## config.mk

```make
export PLATFORM = sky130hd
export DESIGN_NAME = signal_measure
export DESIGN_NICKNAME = d
export VERILOG_FILES = /design/src/rtl/signal_measure_pkg.sv /design/src/rtl/signal_measure_sync.sv /design/src/rtl/signal_measure.sv
export SDC_FILE = /design/constraint.sdc
export NUM_CORES = 1
export LEC_CHECK = 0
export BUFFER_PORTS_ARGS = -buffer_cell sky130_fd_sc_hd__clkbuf_2
export CORE_MARGIN = 2
export CORE_UTILIZATION = 30
export CTS_CLUSTER_SIZE = 24
export DETAILED_ROUTE_END_ITERATION = 8
export SLEW_MARGIN = 40
export SYNTH_ARGS = -nofsm -noshare
export SYNTH_HDL_FRONTEND = slang
export SYNTH_SLANG_ARGS = --single-unit
```

## constraint.sdc

```tcl
create_clock -name clk -period 3.6 [get_ports clk]
set_input_delay 0.36 -clock clk [delete_from_list [all_inputs] [get_ports clk]]
set_output_delay 0.36 -clock clk [all_outputs]
set_load 0.02 [all_outputs]
```

## src/rtl/signal_measure_pkg.sv

```systemverilog
// Shared types and defaults for the square-wave period / high-time measurement unit.
package signal_measure_pkg;

  localparam int CNT_W_DEF = 32;
  localparam int unsigned TIMEOUT_DEF = 50_000_000;

  typedef enum logic [1:0] {
    IDLE      = 2'd0,
    ARM       = 2'd1,
    MEAS_HIGH = 2'd2,
    MEAS_LOW  = 2'd3
  } state_e;

  localparam logic [1:0] S_IDLE      = 2'(IDLE);
  localparam logic [1:0] S_ARM       = 2'(ARM);
  localparam logic [1:0] S_MEAS_HIGH = 2'(MEAS_HIGH);
  localparam logic [1:0] S_MEAS_LOW  = 2'(MEAS_LOW);

endpackage

```

## src/rtl/signal_measure_sync.sv

```systemverilog
// 2-FF synchronizer plus one delay flop; yields the clean level and single-cycle edge strobes.
module sync_edge_detect
  import signal_measure_pkg::*;
(
  input  logic clk,
  input  logic reset,
  input  logic din,
  output logic s,
  output logic rise,
  output logic fall
);

  logic meta;
  logic s_d;

  always_ff @(posedge clk) begin
    if (reset) begin
      meta <= 1'b0;
      s    <= 1'b0;
      s_d  <= 1'b0;
    end else begin
      meta <= din;
      s    <= meta;
      s_d  <= s;
    end
  end

  assign rise = s & ~s_d;
  assign fall = ~s & s_d;

endmodule

```

## src/rtl/signal_measure.sv

```systemverilog
// One-shot period / high-time measurement of an asynchronous square wave, in clk cycles.
// start is accepted only in IDLE; busy is high whenever the FSM is outside IDLE.
module signal_measure
  import signal_measure_pkg::*;
#(
  parameter int          CNT_W          = CNT_W_DEF,
  parameter int unsigned TIMEOUT_CYCLES = TIMEOUT_DEF
) (
  input  logic             clk,
  input  logic             reset,
  input  logic             signal_in,
  input  logic             start,
  output logic             busy,
  output logic             done,
  output logic             timeout,
  output logic [CNT_W-1:0] period_cycles,
  output logic [CNT_W-1:0] high_cycles,
  output logic [1:0]       state,
  output logic             sync_level
);

  localparam logic [CNT_W-1:0] TMO_LAST = CNT_W'(TIMEOUT_CYCLES - 1);

  logic             rise;
  logic             fall;
  logic [1:0]       state_q;
  logic [CNT_W-1:0] period_cnt;
  logic [CNT_W-1:0] high_cnt;
  logic [CNT_W-1:0] tmo_cnt;

  sync_edge_detect u_sync (
    .clk   (clk),
    .reset (reset),
    .din   (signal_in),
    .s     (sync_level),
    .rise  (rise),
    .fall  (fall)
  );

  always_ff @(posedge clk) begin
    if (reset) begin
      state_q       <= S_IDLE;
      period_cnt    <= '0;
      high_cnt      <= '0;
      tmo_cnt       <= '0;
      done          <= 1'b0;
      timeout       <= 1'b0;
      period_cycles <= '0;
      high_cycles   <= '0;
    end else begin
      done <= 1'b0;
      if (state_q == S_IDLE) begin
        tmo_cnt <= '0;
        if (start) begin
          state_q <= S_ARM;
          timeout <= 1'b0;
        end
      end else begin
        tmo_cnt <= tmo_cnt + 1'b1;
        // Timeout is checked first so it beats a coincident rise.
        if (tmo_cnt == TMO_LAST) begin
          state_q       <= S_IDLE;
          done          <= 1'b1;
          timeout       <= 1'b1;
          period_cycles <= '0;
          high_cycles   <= '0;
        end else begin
          case (state_q)
            S_ARM: begin
              if (rise) begin
                period_cnt <= CNT_W'(1);
                high_cnt   <= CNT_W'(1);
                state_q    <= S_MEAS_HIGH;
              end
            end
            S_MEAS_HIGH: begin
              period_cnt <= period_cnt + 1'b1;
              if (fall) begin
                state_q <= S_MEAS_LOW;
              end else begin
                high_cnt <= high_cnt + 1'b1;
              end
            end
            S_MEAS_LOW: begin
              if (rise) begin
                period_cycles <= period_cnt;
                high_cycles   <= high_cnt;
                done          <= 1'b1;
                state_q       <= S_IDLE;
              end else begin
                period_cnt <= period_cnt + 1'b1;
              end
            end
            default: state_q <= S_IDLE;
          endcase
        end
      end
    end
  end

  assign busy  = (state_q != S_IDLE);
  assign state = state_q;

endmodule
```

* Word-level counts from Yosys, hierarchy flattened
Index checks and enable logic that the tools add are counted.
** Storage, ports and cells
- Flip-flop bits (word level) :: 167
- Input bits :: 4
- Output and inout port bits :: 70
- Word-level logic and storage cells :: 68
** Operators by class
- Add/sub/neg operators :: 3
- Equal/unequal tests :: 11
- Mux-type cells :: 24
- Bitwise gates (word level) :: 6
- Reductions and logical operators :: 13
** Operators with widths (number)
- 32-bit two-way mux :: 9
- 32-bit by 1-bit adder with 32-bit output (second input constant) :: 3
- 32-bit case mux with 3 select lines :: 1
- 32-bit case mux with 2 select lines :: 1
- 32-bit by 26-bit equality test with 1-bit output (second input constant) :: 1
- 2-bit two-way mux :: 6
- 4-bit != test (second input constant) :: 3
- 5-bit AND reduction :: 2
- 2-bit nonzero test :: 5
- 2-bit != test (second input constant) :: 4
- 1-bit two-way mux :: 6
- 2-bit case mux with 3 select lines :: 1
- 2-bit equality test (second input constant) :: 2
- 1-bit NOT :: 4
- 4-bit AND reduction :: 1
- 3-bit AND reduction :: 1
- 3-bit nonzero test :: 1
- 1-bit bitwise AND :: 2
- 2-bit by 1-bit equality test with 1-bit output (second input constant) :: 1
- 2-bit zero test :: 1
- 2-bit AND reduction :: 1
- 2-bit OR reduction :: 1

* Longest topological paths before layout
- Word-level depth :: 6
- Gate-level depth with buffers :: 10

* Hierarchy
From an unflattened synthesis, not the netlist that was laid out.
** Unflattened totals
- Cells, all modules :: 773
- Area, all modules :: 7150.6 µm²
** Modules (own cells, without submodules)
- signal_measure :: instances 1, cells an instance 765, area each 7059.3 µm², seq. area each 3283.1 µm²
- sync_edge_detect :: instances 1, cells an instance 8, area each 91.3 µm², seq. area each 60.1 µm²

* Worst setup path after synthesis
OpenSTA, ideal clock, no wires.
- Path type :: register -> register
- Start point :: register state_q[0] (netlist: state[0])
- End point :: register high_cnt[26]
- Library setup time :: 0.115 ns
- Arrival :: 2.366 ns
- Required time :: 3.485 ns
- Path slack :: 1.119 ns
- Stages on the path, launching flop included :: 11
- Path buffers :: 3
- Cells stage by stage :: dfxtp_1 inv_1 ha_1 buf_2 nor2b_1 a22oi_1 or2_1 clkbuf_1 clkbuf_1 nor4_1 o21ba_1
** Between the ends
- Cells in the longest elaborated chain, start to end :: 3
- Elaborated cells on any way between the ends :: 9
- Those cells by class :: eq/ne (4); mux (1); bitwise (1); reduce/logical (3)
** RTL lines
- start: declaration :: line signal_measure.sv:26 : logic [1:0] state_q;
- start signal: assignment :: line signal_measure.sv:42 : state_q <= S_IDLE;
- start signal: assignment :: line signal_measure.sv:55 : state_q <= S_ARM;
- start signal: assignment :: line signal_measure.sv:62 : state_q <= S_IDLE;
- 2-bit equality test, or another cell as far along :: line signal_measure.sv:68 : case (state_q)
- 2-bit != test (no line), or another cell as far along
- 5-bit AND reduction (no line)
- end signal: assignment :: line signal_measure.sv:81 : high_cnt <= high_cnt + 1'b1;
- end: declaration :: line signal_measure.sv:28 : logic [CNT_W-1:0] high_cnt;
Several ways; a longest one is shown, not always the timed one.
A chain may end at the register's enable or synchronous reset.

* Worst setup path in the final report
- Start point :: register state_q[1] (netlist: state[1])
- End point :: register high_cnt[13]
The elaborated chain is that of the path after synthesis.

==> results.md <==
- Dpl ws: 0.906 ns
- YS warnings: 0
- Synth top area share: 44.0%
- Async S/R FF share, synth: 0%
- Grt ovf: 0
- Status: completed
- Area growth syn-to-layout: 15.2%
- Worst hold path class: in -> reg
- Worst Hold Launch: signal_in
- Initial antenna violation count: 0
- Core ar.: 25,000 µm²
- Cell area after synthesis: 7600 µm²
- Vias: 6,563
- PD cells: 483 nW/µm²
- First-pass GRT wire length: 32,200 µm
- Final Skew: 0.0103 ns
- Layout cells sized above 1: 15.4%
- Drt wl/cell: 16.4 µm
- RSZ-0062 raised after global routing: false
- Worst Setup SP: state[1]$_SDFFE_PP0P_
- Cts-stage hold buffer count: 0
- Gpl congestion: 0.818
- DRC: 0
- Critical Path Source Type: flop
- H-tree lvl count: 4
- Post-DRT Antenna Nets: 0
- Max Cap Viol: 0
- Leading area contributor after synthesis: dfxtp_1
- Number of synthesized flops with an enable pin: 0
- Sequential-to-total area share from yosys stat: 44.0%
- Root Buffer: clkbuf_16
- FP Rows: 58
- Worst setup margin: 0.915 ns
- Total CTS buffers: 17
- Sw Pwr: 1.16 mW
- Worst EP arrival: 2.99 ns
- Power share of the sequential group: 45.0%
- Relative slew slack: 45.3%
- N_diodes: 0
- Via density: 5.55
- Synth area leaders: dfxtp_1, a32o_1, xnor2_1
- Sink Count: 167
- Hold depth: 2
- PortBufs: 73
- FF+latch count, synth: 167
- Die area: 26,600 µm²
- Post-Route WL: 19,500 µm
- Yosys cell types: 66
- Type of the worst setup path: reg -> reg
- Post_cts resized: 0
- Post-CTS setup repair buffer count: 0
- Clk network pwr share: 43.1%
- CTS tree: built
- Hold Slack: 0.141 ns
- Worst Path Required: 3.91 ns
- Worst-margin pin slew: 0.800 ns
- Final hold viol count: 0
- Reg2Reg Depth: 8
- Hold path endpoint: u_sync.meta$_SDFF_PP0_
- Setup violations, final: 0
- Cells after Synth: 798
- Logic pwr share: 11.9%
- Reg2reg end: high_cnt[13]$_SDFFE_PP0P_
- Starting Density: 30.3%
- Net Count, Synth: 809
- Final slew viol count: 0
- Worst Path Max Fanout: 20
- Synth cell count leaders: dfxtp_1, a32o_1, nor2_1
- Vias in the first global route: 6,007
- Longest Clk Path Bufs: 2
- Top FF cell, synth: dfxtp_1
- Largest net degree at the start of global routing: 72
- Initial DRC count: 501
- Post-route clock period utilization: 74.6%
- DIE WIDTH: 163 µm
- Clk_lat worst skew: 0.43 ns
- Pre-antenna DRT Iters: 6
- Most numerous cell in the Yosys netlist: dfxtp_1
- Clk pin slew, worst setup/hold paths: 0.07 ns
- Die Span Y: 163 µm
- Syn avg cell area: 9.52 µm²
- Hpwl dp: 13,400 µm
- Max Freq: 372 MHz
- Total track usage: 15.0%
- Final #Nets: 851
- Crit path time final: 2.69 ns
- Leakage: 2.84 nW
- Flop-to-flop setup slack: 0.91 ns
- TNS Setup: 0 ns
- Worst flop-to-flop path startpoint: state[1]$_SDFFE_PP0P_
- Peak supply drop: 287 µV
- Ports: 74
- P_int: 3.06 mW
- CP endpoint kind: flop
- Sw frac: 27.5%
## how the worst max path moves through the flow
stage                                        end  slack, ns  depth (start not counted)
finish                 high_cnt[13]$_SDFFE_PP0P_       0.91                          8
global route           high_cnt[13]$_SDFFE_PP0P_       0.69                          9
CTS                    high_cnt[13]$_SDFFE_PP0P_       0.88                          8
detailed placement   period_cnt[29]$_SDFFE_PP0P_       0.91                          7
global placement    high_cycles[21]$_SDFFE_PP0P_       0.72                          7
floorplan              high_cnt[26]$_SDFFE_PP0P_       1.12                         10
## power groups by stage
stage / clock, mW / sequential [mW] / combinational, mW
2_1_floorplan: 0 / 1.94 / 0.354
3_3_place_gp: 0 / 1.94 / 0.499
3_5_place_dp: 0 / 1.94 / 0.502
4_1_cts: 1.86 / 1.90 / 0.504
5_1_grt: 1.94 / 1.90 / 0.559
6_report: 1.82 / 1.90 / 0.503
## metrics by stage
| stage | cell area [µm²] | power, mW | cells | utilization, % |
|---|---|---|---|---|
| 6_report | 8750 | 4.22 | 1183 | 35.0 |
| 5_1_grt | 8750 | 4.40 | 1183 | 35.0 |
| 4_1_cts | 8750 | 4.26 | 1183 | 35.0 |
| 3_5_place_dp | 8170 | 2.45 | 1151 | 32.6 |
| 3_3_place_gp | 8110 | 2.44 | 1148 | 32.4 |
| 2_1_floorplan | 7600 | 2.30 | 798 | - |
## layer usage
| layer | vias up | part of all wire (%) | global-route usage (%) | wire, µm |
|---|---|---|---|---|
| li1 | 3184 | - | - | - |
| met1 | 3223 | 47 | 20.4 | 9230 |
| met4 | 0 | 1.4 | 4.75 | 278 |
| met3 | 14 | 4.4 | 3.20 | 863 |
| met5 | - | 0 | 0 | 0 |
| met2 | 142 | 47 | 23.7 | 9080 |
## placed cells by master, fill, tap and decap left out, types with 5 or more instances in the layout
cell	netlist	layout
clkbuf_16	0	17
a2111oi_1	7	7
nor2b_1	6	6
o31ai_1	26	26
ha_1	7	7
o21ai_0	5	5
a32o_1	67	67
and2_1	6	6
a211oi_1	7	7
and3_1	18	18
xor2_1	8	8
buf_4	5	11
dfxtp_1	167	167
clkbuf_2	0	73
nand3_1	38	38
nor4_1	10	10
a21oi_1	43	43
or4_1	29	29
nor2_1	56	56
xnor2_1	37	37
inv_1	14	14
or4b_1	5	5
nor3_1	18	18
a2111oi_0	8	8
nand4_1	38	38
and4_1	15	15
or3_1	9	9
nand2_1	34	34
## cell families (layout without fill, tap and decap cells)
family | count (synthesis) | in the layout | synth area share, %
xor gates and xnor gates | 45 | 45 | 5.19
and+or+nand+nor | 301 | 301 | 23.0
muxes | 2 | 2 | 0.280
DFF | 167 | 167 | 44.0
buffers and inverters | 80 | 135 | 5.34
adders and majority gates | 7 | 7 | 1.15
AOI/OAI and AO/OA | 196 | 196 | 21.0
## worst max-delay path, cell delays in order, from the launching register on
cell and delay, ns:
dfxtp_1 0.45, ha_1 0.49, nor2b_1 0.19, a22oi_1 0.16, or2_1 0.27, buf_4 0.20
o31ai_4 0.37, buf_4 0.34, nor3_1 0.09
## flip-flops by register name, indices dropped and copies added (netlist names)
register	count
done	1
period_cnt	32
timeout	1
u_sync.s	1
u_sync.meta	1
state	2
u_sync.s_d	1
high_cycles	32
high_cnt	32
period_cycles	32
tmo_cnt	32
## layout make-up
type                    count  area, µm²
flip-flops and latches    167       3340
clock buffers              23        468
repair buffers             87        502
clock inverters             9        116
inverters                  16       60.1
multi-input cells         551       3850
well taps                 330        413
fillers                  2564      16300
Note: power is estimated with default switching activity, not from simulation.
